<file path="src/rtl/addr_map_pkg.sv">
// Shared address-map constants and the default-slave state type for the
// data-side AHB-Lite decoder.
package addr_map_pkg;

  // Number of top address bits that form the region index.
  localparam int REGION_BITS     = 4;
  // Largest number of data-side slaves the region index can address.
  localparam int DATA_SLAVE_MAX  = 15;
  // Region value that selects slave 0; region 0 is instruction space.
  localparam int FIRST_SLAVE_HIT = 1;

  typedef enum logic [1:0] {
    DS_IDLE = 2'd0,
    DS_ERR1 = 2'd1,
    DS_ERR2 = 2'd2
  } ds_state_e;

endpackage

</file>
<file path="src/rtl/ahb_default_slave.sv">
// Default slave: answers transfers to unmapped regions with the two-cycle
// AHB ERROR response and answers IDLE/BUSY with a zero-wait OKAY.
module ahb_default_slave
  import addr_map_pkg::*;
(
  input  logic clk_i,
  input  logic rst_ni,
  input  logic accept_i,   // miss NONSEQ/SEQ accepted this cycle
  output logic hready_o,
  output logic hresp_o
);

  ds_state_e state_q;
  ds_state_e state_d;

  // State register; synchronous reset aborts any response in progress.
  always_ff @(posedge clk_i) begin
    // NOTE: sequential state uses non-blocking assignments so every
    // register samples pre-edge values, independent of block ordering.
    if (!rst_ni) state_q <= DS_IDLE;
    else         state_q <= state_d;
  end

  // Next-state logic for the two-cycle ERROR response.
  always_comb begin
    // NOTE: a default assignment before the case keeps this block free of
    // inferred latches on any path that does not assign state_d.
    state_d = state_q;
    case (state_q)
      DS_IDLE: if (accept_i) state_d = DS_ERR1;
      DS_ERR1: state_d = DS_ERR2;
      DS_ERR2: state_d = accept_i ? DS_ERR1 : DS_IDLE;
      default: state_d = DS_IDLE;
    endcase
  end

  // Response outputs decoded from the current state.
  always_comb begin
    hready_o = 1'b1;
    hresp_o  = 1'b0;
    case (state_q)
      DS_ERR1: begin hready_o = 1'b0; hresp_o = 1'b1; end
      DS_ERR2: begin hready_o = 1'b1; hresp_o = 1'b1; end
      default: begin hready_o = 1'b1; hresp_o = 1'b0; end
    endcase
  end

endmodule

</file>
<file path="src/rtl/ahb_data_decoder.sv">
// Data-side AHB-Lite decoder: region decode to HSEL, data-phase select
// register, response/read-data mux and sticky decode-error capture.
module ahb_data_decoder
  import addr_map_pkg::*;
#(
  parameter int NUM_SLAVES  = 15,
  parameter int ADDR_WIDTH  = 32,
  parameter int DATA_WIDTH  = 32,
  parameter int REGION_BITS = addr_map_pkg::REGION_BITS
) (
  input  logic                             clk_i,
  input  logic                             rst_ni,
  input  logic [ADDR_WIDTH-1:0]            m_haddr_i,
  input  logic [1:0]                       m_htrans_i,
  input  logic                             m_hwrite_i,
  output logic                             m_hready_o,
  output logic                             m_hresp_o,
  output logic [DATA_WIDTH-1:0]            m_hrdata_o,
  output logic [NUM_SLAVES-1:0]            s_hsel_o,
  output logic                             s_hready_o,
  input  logic [NUM_SLAVES-1:0]            s_hreadyout_i,
  input  logic [NUM_SLAVES-1:0]            s_hresp_i,
  input  logic [NUM_SLAVES*DATA_WIDTH-1:0] s_hrdata_i,
  output logic                             err_valid_o,
  output logic [ADDR_WIDTH-1:0]            err_addr_o,
  output logic                             err_write_o,
  input  logic                             err_clr_i
);

  // Select index NUM_SLAVES is the default slave.
  localparam int                SEL_W       = $clog2(NUM_SLAVES + 1);
  localparam logic [SEL_W-1:0]  DEFAULT_SEL = SEL_W'(NUM_SLAVES);

  logic [REGION_BITS-1:0] region;
  logic [SEL_W-1:0]       addr_sel;
  logic [SEL_W-1:0]       data_sel_q;
  logic                   miss;
  logic                   active_trans;
  logic                   accept_err;
  logic                   err_take;
  logic                   ds_hready;
  logic                   ds_hresp;

  assign region       = m_haddr_i[ADDR_WIDTH-1 -: REGION_BITS];
  // NONSEQ (2'b10) or SEQ (2'b11); IDLE and BUSY never start a response.
  assign active_trans = (m_htrans_i == 2'b10) || (m_htrans_i == 2'b11);

  // Address decode: one-hot HSEL on a hit, default slave on a miss.
  always_comb begin
    s_hsel_o = '0;
    addr_sel = DEFAULT_SEL;
    for (int k = 0; k < NUM_SLAVES; k++) begin
      if (int'(region) == k + FIRST_SLAVE_HIT) begin
        s_hsel_o[k] = 1'b1;
        addr_sel    = SEL_W'(k);
      end
    end
  end

  assign miss       = (addr_sel == DEFAULT_SEL);
  assign accept_err = m_hready_o && active_trans && miss;

  // Data-phase target advances only when the current data phase completes.
  always_ff @(posedge clk_i) begin
    if (!rst_ni)         data_sel_q <= DEFAULT_SEL;
    else if (m_hready_o) data_sel_q <= addr_sel;
  end

  ahb_default_slave u_default_slave (
    .clk_i    (clk_i),
    .rst_ni   (rst_ni),
    .accept_i (accept_err),
    .hready_o (ds_hready),
    .hresp_o  (ds_hresp)
  );

  // Response mux from the data-phase target; default slave reads as zero.
  always_comb begin
    m_hready_o = ds_hready;
    m_hresp_o  = ds_hresp;
    m_hrdata_o = '0;
    for (int k = 0; k < NUM_SLAVES; k++) begin
      if (data_sel_q == SEL_W'(k)) begin
        m_hready_o = s_hreadyout_i[k];
        m_hresp_o  = s_hresp_i[k];
        m_hrdata_o = s_hrdata_i[k*DATA_WIDTH +: DATA_WIDTH];
      end
    end
  end

  assign s_hready_o = m_hready_o;

  // A clear in the same cycle as a new error lets the new error in.
  assign err_take = accept_err && (!err_valid_o || err_clr_i);

  // Sticky first-error capture of the offending address and direction.
  always_ff @(posedge clk_i) begin
    if (!rst_ni) begin
      err_valid_o <= 1'b0;
      err_addr_o  <= '0;
      err_write_o <= 1'b0;
    end else if (err_take) begin
      err_valid_o <= 1'b1;
      err_addr_o  <= m_haddr_i;
      err_write_o <= m_hwrite_i;
    end else if (err_clr_i) begin
      err_valid_o <= 1'b0;
    end
  end

endmodule

</file>
<file path="config.mk">
export PLATFORM = sky130hd
export DESIGN_NAME = ahb_data_decoder
export DESIGN_NICKNAME = d
export VERILOG_FILES = /design/src/rtl/addr_map_pkg.sv /design/src/rtl/ahb_default_slave.sv /design/src/rtl/ahb_data_decoder.sv
export SDC_FILE = /design/constraint.sdc
export NUM_CORES = 1
export LEC_CHECK = 0
export BUFFER_PORTS_ARGS = -buffer_cell sky130_fd_sc_hd__buf_4
export CORE_AREA = 2 2 245 247
export DETAILED_ROUTE_END_ITERATION = 8
export DIE_AREA = 0 0 247 249
export GPL_TIMING_DRIVEN = 1
export MAX_ROUTING_LAYER = met4
export PLACE_DENSITY_LB_ADDON = 0.3
export SETUP_SLACK_MARGIN = 0.2
export SLEW_MARGIN = 20
export SYNTH_ARGS = -nofsm -noshare
export SYNTH_HDL_FRONTEND = slang
export SYNTH_SLANG_ARGS = --single-unit
</file>
<file path="constraint.sdc">
create_clock -name clk_i -period 4.1 [get_ports clk_i]
set_input_delay 0.205 -clock clk_i [delete_from_list [all_inputs] [get_ports clk_i]]
set_output_delay 0.205 -clock clk_i [all_outputs]
set_load 0.01 [all_outputs]
</file>
==> results.json, run 1 <==
{
  "min_from": "m_haddr_i[2]",
  "worstHoldPathCells": 3,
  "wire_per_inst_um": 25.7,
  "crit_type": "reg -> out",
  "worstSetupStartpointType": "flop",
  "grt_pass1_vias": 10900,
  "rr_worst_depth": 8,
  "drive_above_1_share_pct": 45.5,
  "crit_path_max_fanout": 41,
  "fin_cells": 2351,
  "post-synth-top-count-cell": "a21oi_1",
  "synth-seq-cells": 40,
  "grt-ovfl-total": 0,
  "reg2reg_slack_ns": 1.01,
  "wirelength_mm": 60.4,
  "syn_nets": 1550,
  "worst_slack_ns": 0.765,
  "dp_hpwl_mm": 50.5,
  "die_y_um": 249,
  "dieArea_sq_um": 61500,
  "min_to": "err_addr_o[2]",
  "critPathCaptureType": "output port",
  "rows": 89,
  "synth_top_area_share_pct": 13.3,
  "leakagePower_uw": 0.00561,
  "drcViolationCount": 0,
  "htree_levels": 2,
  "maxCapViolCount": 0,
  "ys_async_sr_fraction_pct": 0,
  "slowest_delay_ns": 0.66,
  "relSlewSlack_pct": 37.5,
  "post-route-period-util_pct": 81.3,
  "finalClockSkew_ns": 0.00747,
  "hold_buffers": 0,
  "clk_latency_ns": 0.30,
  "ant_nets": 0,
  "grt_setup_unrepaired": "false",
  "synth-edff-count": 0,
  "critPathArrivalTime_ns": 3.13,
  "hold_violations": 0,
  "io-pin-count": 632,
  "fin_nets": 2120,
  "vias_per_cell": 4.47,
  "netlist-cell-type-count": 62,
  "drt_first_pass_iters": 7,
  "clockBufferDepth": 2,
  "regArea_sq_um": 813,
  "clkSlewWorstSetupHoldPaths_ns": 0.07,
  "fin_setup_tns_ns": 0,
  "syn_avg_cell_area_sq_um": 6.54,
  "slew_violations": 0,
  "hp-class": "in -> reg",
  "cp.required_ns": 3.89,
  "r2r_start": "data_sel_q[0]",
  "drtIter0Drc": 396,
  "outcome": "finished, final reports clean",
  "ir_drop_v": 0.000352,
  "synth_top_cell_by_area": "mux2i_1",
  "area_delta_synth_final_pct": 88.2,
  "multi_input_area_sq_um": 5230,
  "netlist_area_sq_um": 6520,
  "post-cts-setup-buffers": 0,
  "cts_tree": "built",
  "fmax_mhz": 300,
  "cts.sinks": 40,
  "synth_ff_type": "dfxtp_1",
  "cts-buffers-inserted": 5,
  "worst_pin_slew_ns": 0.935,
  "syn_inst": 997,
  "total_power_uw": 6170,
  "grt_usage_pct": 19.1,
  "fp.coreArea_sq_um": 58700,
  "setup_viol": 0,
  "crit_chain": "buf_12 > nand2b_1 > buf_4 > o22ai_1 > a21oi_1 > a21oi_1 > o21ai_0 > buf_4",
  "period_needed_ns": 3.33,
  "antenna_found_initial": 10,
  "io_buffer_count": 630,
  "fin_util_pct": 20.9,
  "cts_root_buf": "clkbuf_16",
  "synthTopCellsByCount": "a21oi_1, nand2_1, nor2_1",
  "r2r_end": "err_addr_o[31]",
  "grt_max_degree": 72,
  "yosysSeqAreaShare_pct": 12.3,
  "yosys_warnings": 0,
  "cp_slowest_cell": "dfxtp_4",
  "dpl.cell_count": 2333,
  "grt_pass1_wl_mm": 81.2,
  "gp_congestion": 0.984,
  "start_util_pct": 11.1,
  "critPathTopFamily": "buffers and inverters",
  "p_per_area_nw_per_um2": 503,
  "path_buf_inv": 3,
  "synthTopCellsByArea": "mux2i_1, dfxtp_1, o22ai_1",
  "vias": 10500,
  "pre_cts_ws_ns": 0.905,
  "die_w_um": 247,
  "ctsResizeCount": 0,
  "fillers": 6708
}
-- final cells by class --
type | count | area share, %
Multi-Input combinational cell | 844 | 42.6
Timing Repair Buffer | 666 | 41.0
Tap cell | 773 | 7.88
Sequential cell | 40 | 6.62
Clock buffer | 6 | 1.05
Inverter | 10 | 0.306
Clock inverter | 2 | 0.285
Antenna cell | 10 | 0.204
-- state kept, by name (all words and copies together), names as in the netlist --
signal,cells
err_addr_o,32
err_valid_o,1
data_sel_q,4
err_write_o,1
u_default_slave.state_q,2
-- tightest hold or removal path, delay by kind of cell --
family / cells / cell delay [ns]
buffers and inverters: 1 / 0.11
AND/OR/NAND/NOR: 1 / 0.04
multiplexers: 1 / 0.05
-- routing by layer --
layer | part of all wire (%) | track usage, % | vias to the layer above
met1 | 39 | 21.1 | 5062
met3 | 6.2 | 3.15 | 42
met5 | 0 | - | -
met2 | 53 | 35.4 | 509
met4 | 1.9 | 4.17 | 0
li1 | - | - | 4885
-- worst max-delay path by stage --
stage	from	depth (start not counted)	slack, ns	to
detailed placement	data_sel_q[1]	7	0.91	m_hrdata_o[3]
finish	data_sel_q[0]	8	0.77	m_hrdata_o[17]
floorplan	data_sel_q[1]	8	1.88	m_hrdata_o[10]
global route	data_sel_q[0]	8	0.45	m_hrdata_o[31]
global placement	data_sel_q[0]	8	0.89	m_hrdata_o[31]
CTS	data_sel_q[1]	7	0.56	m_hrdata_o[3]
-- report_power, final --
part / total, uW / leakage, uW / switching [uW] / internal [uW]
clock network: 466 / 0.0000809 / 179 / 287
logic: 5120 / 0.00520 / 3100 / 2030
registers: 582 / 0.000324 / 161 / 421
-- placed cells by master (no fill, tap or decap), types with 4 or more instances in the layout --
master	n
o21a_1	7
nor2_1	114
a21oi_1	118
nand3_1	26
a2bb2oi_1	4
dfxtp_1	36
clkbuf_16	5
nand2b_1	8
a211oi_1	8
mux2_2	10
a222oi_1	5
or2_2	4
o211ai_1	4
mux2i_1	87
o2bb2ai_1	4
a22oi_1	15
nor3_1	14
nor4_1	6
o22ai_1	105
buf_4	663
o21ai_0	86
ha_1	5
a21boi_0	4
diode_2	10
nand2_1	118
mux4_2	11
nor2b_1	7
inv_1	7
and3_1	5
and2_1	4
a221oi_1	9
and3b_1	7
and4_1	4
-- kinds of logic after synthesis --
group / count (synthesis) / synth area share (%)
mux: 108 / 18.9
buf+inv: 113 / 7.81
flops: 40 / 12.3
compound gates: 397 / 36.7
simple gates: 332 / 23.1
fa+ha+maj: 5 / 0.959
xor+xnor: 2 / 0.269
-- stage by stage --
step	cell area, sq um	hold slack, ns
detailed placement	12100	0.448
global route	12300	0.164
floorplan	6520	0.347
CTS	12300	0.152
finish	12300	0.156
global placement	12100	0.445
(Power assumes the default switching activity.)
==> inputs of run 2 (changes only) <==
Settings changed: CORE_AREA 2 2 245 247 to 2 2 247 249, DIE_AREA 0 0 247 249 to 0 0 249 251.
Clock period 4.1 ns to 3.4 ns, I/O delays scaled along.
==> run 2 against run 1 <==
Register-to-register slack got worse by 0.39 ns. Via count up 0.67%. Worst setup slack got worse by 0.53 ns. Critical path type unchanged. Largest cell class is now buffers.
==> results.json, run 2 (same netlist as run 1, synthesis figures left out) <==
{
  "dp_hpwl_mm": 51.7,
  "cts_tree": "built",
  "drcViolationCount": 0,
  "top_layer": "met4",
  "top_register": "err_addr_o",
  "vias": 10600,
  "hold_violations": 0,
  "cp_slowest_cell": "or3b_2",
  "relSlewSlack_pct": 49.1,
  "reg.largest.list": "err_addr_o (32), data_sel_q (4), u_default_slave.state_q (2)",
  "worst_pin_slew_ns": 0.763,
  "worst_path_most_repeated_cell": "a21oi_1",
  "die_w_um": 249,
  "cts-buffers-inserted": 5,
  "critPathCaptureType": "output port",
  "start_util_pct": 10.9,
  "rows": 90,
  "die_y_um": 251,
  "p_per_area_nw_per_um2": 607,
  "grt_pass1_vias": 11000,
  "worstSetupStartpointType": "flop",
  "setup_viol": 0,
  "dieArea_sq_um": 62500,
  "met1_length_mm": 23.7,
  "grt_setup_unrepaired": "true",
  "ir_drop_v": 0.000446,
  "ant_nets": 0,
  "grt_usage_pct": 19.2,
  "crit_type": "reg -> out",
  "layout_commonest_cell": "buf_4",
  "period_needed_ns": 3.16,
  "drtIter0Drc": 550,
  "htree_levels": 2,
  "grt_pass1_wl_mm": 83.2,
  "wire_per_inst_um": 25.6,
  "leakagePower_uw": 0.00575,
  "hold_buffers": 0,
  "clkSlewWorstSetupHoldPaths_ns": 0.07,
  "slew_violations": 0,
  "grt-ovfl-total": 0,
  "reg2reg_slack_ns": 0.62,
  "wl_met2_mm": 31.6,
  "placed_area_sq_um": 12300,
  "antenna_found_initial": 8,
  "cp.required_ns": 3.23,
  "fin_setup_tns_ns": 0,
  "clk_latency_ns": 0.30,
  "total_power_uw": 7620,
  "crit_path_max_fanout": 16,
  "io-pin-count": 632,
  "fin_nets": 2148,
  "grt_max_degree": 72,
  "fin_area_sq_um": 12600,
  "drive_above_1_share_pct": 46.8,
  "critPathArrivalTime_ns": 2.99,
  "vias_per_cell": 4.43,
  "outcome": "finished, final reports clean",
  "post-route-period-util_pct": 93.0,
  "wl_met3_mm": 4.24,
  "clockBufferDepth": 2,
  "finalClockSkew_ns": 0.0153,
  "maxCapViolCount": 0,
  "fp.coreArea_sq_um": 59800,
  "drt_first_pass_iters": 6,
  "mostFrequentLayoutCells": "buf_4, a21oi_1, nand2_1",
  "crit_chain": "or3b_2 > a21oi_1 > buf_4 > a21oi_1 > a21oi_1 > o21ai_0 > buf_4",
  "cts.sinks": 40,
  "largest_reg_flops": 32,
  "io_buffer_count": 630,
  "area_delta_synth_final_pct": 92.5,
  "hp-class": "in -> reg",
  "slowest_delay_ns": 0.64,
  "wirelength_mm": 61.0,
  "cts_root_buf": "clkbuf_16",
  "fmax_mhz": 316,
  "gp_congestion": 1.05
}
==> run 2: cell types whose count changed in the layout (fill, tap and decap cells not counted), sizes merged <==
cell	delta
inv	+2
diode	-3
clkbuf	-1
buf	+28
bufinv	-1
==> run 2: power by group <==
group / switching, uW / internal, uW / total (uW)
clock: 221 / 274 / 495
sequential: 152 / 508 / 659
combinational: 3840 / 2620 / 6470
==> run 2: metal layers <==
layer | vias up | track usage, %
li1 | 4934 | -
met2 | 521 | 34.6
met5 | - | -
met4 | 0 | 5.39
met1 | 5064 | 21.1
met3 | 49 | 4.14
==> run 2: critical path: cells and delay by family (launching register included) <==
kind            cells  cell delay, ns
simple gates        1            0.64
compound gates      4            1.05
buf+inv             2            0.44
flops               1            0.56
==> run 2: final cells by class <==
cell class / count / area, sq um
fillers: 6783 / 47200
well taps: 782 / 978
clock inverters: 3 / 20.0
repair buffers: 694 / 5300
clock buffers: 5 / 125
diodes: 7 / 17.5
inverters: 10 / 37.5
multi-input cells: 844 / 5270
flip-flops and latches: 40 / 813
==> run 2: per-stage QoR <==
stage          setup WS, ns  utilization (%)  instances  hold WS [ns]
4_1_cts               0.177             20.9       2374         0.114
3_5_place_dp          0.388             20.6       2365         0.436
6_report              0.237             21.0       2385         0.118
2_1_floorplan          1.21                -        997         0.312
3_3_place_gp          0.423             20.6       2365         0.430
5_1_grt               0.190             21.0       2384         0.122
==> run 2: path summary, 6_finish.rpt <==
kind                       start             end  cells after the start
setup reg to reg   data_sel_q[3]  err_addr_o[31]                      8
hold / removal     m_haddr_i[17]  err_addr_o[17]                      3
setup / recovery   data_sel_q[3]  m_hrdata_o[14]                      7
hold reg to reg   err_addr_o[14]  err_addr_o[14]                      2
==> run 2: repair_timing <==
action	4_1_cts	5_1_grt
gates resized for setup	3	4
endpoints found under the hold margin	0	0
buffers inserted	1	4
setup endpoints to repair	3	7
==> inputs of run 3 (changes only) <==
Settings changed: CORE_AREA 2 2 247 249 to 2 2 243 245, DIE_AREA 0 0 249 251 to 0 0 245 247.
==> run 3 against run 2 <==
Critical path type unchanged. Total power decreased by 0.15%. Design area decreased by 0.26%. Clock skew decreased by 0.0084 ns. Sequential share of layout area about the same. Worst hold slack improved by 0.0088 ns. Register-to-register slack about the same. Critical endpoint is now m_hrdata_o[22]. Combinational power decreased by 1%. Clock-buffer cell count increased by 1. Flip-flop and latch count unchanged.
==> results.json, run 3 (same netlist as run 1, synthesis figures left out) <==
{
  "outcome": "finished, final reports clean",
  "grt_setup_unrepaired": "false",
  "grt_max_degree": 72,
  "drtIter0Drc": 521,
  "critPathCaptureType": "output port",
  "top_layer": "met4",
  "die_w_um": 245,
  "wl_met2_mm": 32.0,
  "fp.coreArea_sq_um": 58200,
  "vias_per_cell": 4.44,
  "fin_nets": 2146,
  "fmax_mhz": 328,
  "area_delta_synth_final_pct": 92.0,
  "crit_type": "reg -> out",
  "cp.required_ns": 3.23,
  "hold_violations": 0,
  "cts_tree": "built",
  "grt_pass1_vias": 10800,
  "slew_violations": 0,
  "grt_pass1_wl_mm": 80.7,
  "finalClockSkew_ns": 0.00692,
  "start_util_pct": 11.2,
  "htree_levels": 2,
  "worst_pin_slew_ns": 0.682,
  "fin_setup_tns_ns": 0,
  "met1_length_mm": 23.2,
  "slowest_delay_ns": 0.60,
  "clockBufferDepth": 2,
  "p_per_area_nw_per_um2": 608,
  "holdWs_ns": 0.127,
  "clkSlewWorstSetupHoldPaths_ns": 0.07,
  "hp-class": "in -> reg",
  "post-route-period-util_pct": 89.6,
  "r2r_end": "err_addr_o[29]",
  "min_to": "err_addr_o[19]",
  "reg.largest.list": "err_addr_o (32), data_sel_q (4), u_default_slave.state_q (2)",
  "cts-buffers-inserted": 5,
  "dp_hpwl_mm": 51.8,
  "io_buffer_count": 630,
  "gp_congestion": 1.04,
  "cp_slowest_cell": "dfxtp_4",
  "drt_first_pass_iters": 5,
  "r2r_start": "data_sel_q[1]",
  "cts_root_buf": "clkbuf_16",
  "worstHoldPathCells": 3,
  "rows": 89,
  "io-pin-count": 632,
  "pre_cts_ws_ns": 0.449,
  "wl_met3_mm": 3.76,
  "wire_per_inst_um": 25.6,
  "relSlewSlack_pct": 54.6,
  "wirelength_mm": 60.9,
  "setup_viol": 0,
  "drcViolationCount": 0,
  "worst_slack_ns": 0.355,
  "die_y_um": 247,
  "drive_above_1_share_pct": 46.9,
  "top_register": "err_addr_o",
  "period_needed_ns": 3.04,
  "cts.sinks": 40,
  "fin_cells": 2377,
  "dpl.cell_count": 2359,
  "worstSetupStartpointType": "flop",
  "reg2reg_slack_ns": 0.62,
  "grt-ovfl-total": 0,
  "vias": 10600,
  "clk_latency_ns": 0.29,
  "maxCapViolCount": 0,
  "crit_path_max_fanout": 25,
  "antenna_found_initial": 10,
  "fillers": 6655,
  "largest_reg_flops": 32,
  "ant_nets": 0,
  "min_from": "m_haddr_i[19]",
  "leakagePower_uw": 0.00574,
  "critPathArrivalTime_ns": 2.87,
  "rr_worst_depth": 8,
  "layout_commonest_cell": "buf_4",
  "grt_usage_pct": 19.5,
  "mostFrequentLayoutCells": "buf_4, nand2_1, a21oi_1",
  "hold_buffers": 0,
  "ir_drop_v": 0.000327,
  "crit_chain": "buf_6 > buf_4 > mux2i_1 > nor2_1 > a21oi_1 > o22ai_1 > a21oi_1 > o21ai_0 > buf_4",
  "dieArea_sq_um": 60500
}
==> run 3: cell types whose count changed in the layout (fill, tap and decap cells not counted), moves of 2 or more <==
| cell | previous run | this run |
|---|---|---|
| diode_2 | 7 | 10 |
| a21oi_2 | 0 | 2 |
| nand3_1 | 23 | 25 |
| buf_4 | 687 | 689 |
| a21oi_1 | 119 | 116 |
| buf_12 | 7 | 2 |
==> run 3: area by class of cell <==
type                    count  area [sq um]  share of cell area [%]
well taps                 773           967                    7.72
multi-input cells         844          5290                    42.2
repair buffers            692          5220                    41.7
diodes                     10          25.0                   0.200
clock inverters             2          16.3                   0.130
flip-flops and latches     40           813                    6.49
clock buffers               6           150                    1.20
inverters                  10          37.5                   0.300
==> run 3: how the worst max path moves through the flow <==
stage / startpoint / endpoint / slack [ns] / depth (start not counted)
after floorplan: data_sel_q[1] / m_hrdata_o[10] / 1.21 / 8
after global placement: data_sel_q[3] / m_hrdata_o[0] / 0.44 / 7
after detailed placement: data_sel_q[3] / m_hrdata_o[0] / 0.45 / 7
after CTS: data_sel_q[3] / m_hrdata_o[18] / 0.21 / 8
after global routing: data_sel_q[0] / m_hrdata_o[31] / 0.21 / 7
final: data_sel_q[1] / m_hrdata_o[22] / 0.36 / 9
==> run 3: worst max-delay path: cells and delay by family (launching register included) <==
kind / cells / cell delay (ns)
buf+inv: 3 / 0.72
simple gates: 1 / 0.05
flops: 1 / 0.60
compound gates: 4 / 0.94
mux: 1 / 0.21
==> run 3: per-stage QoR <==
step	total power (uW)	util (%)	area, sq um
5_1_grt	8130	21.5	12500
4_1_cts	7730	21.4	12500
6_report	7610	21.5	12500
3_5_place_dp	7160	21.1	12300
2_1_floorplan	3750	-	6520
3_3_place_gp	7130	21.1	12300
==> run 3: routing by layer <==
metal  global-route usage [%]  vias up
met2                     36.3      516
met3                     3.52       58
met1                     20.7     5046
met4                     6.49        0
met5                        -        -
li1                         -     4936
==> run 3: what timing repair did <==
action / 4_1_cts / 5_1_grt
resized for setup: 3 / 6
pin swaps: 0 / 0
buffers inserted: 0 / 0
setup endpoints to repair: 3 / 5
==> run 3: power breakdown <==
group | internal, uW | switching, uW | leakage [uW]
registers | 508 | 171 | 0.000324
logic | 2590 | 3800 | 0.00533
clock network | 320 | 216 | 0.0000787
total | 3420 | 4190 | 0.00574
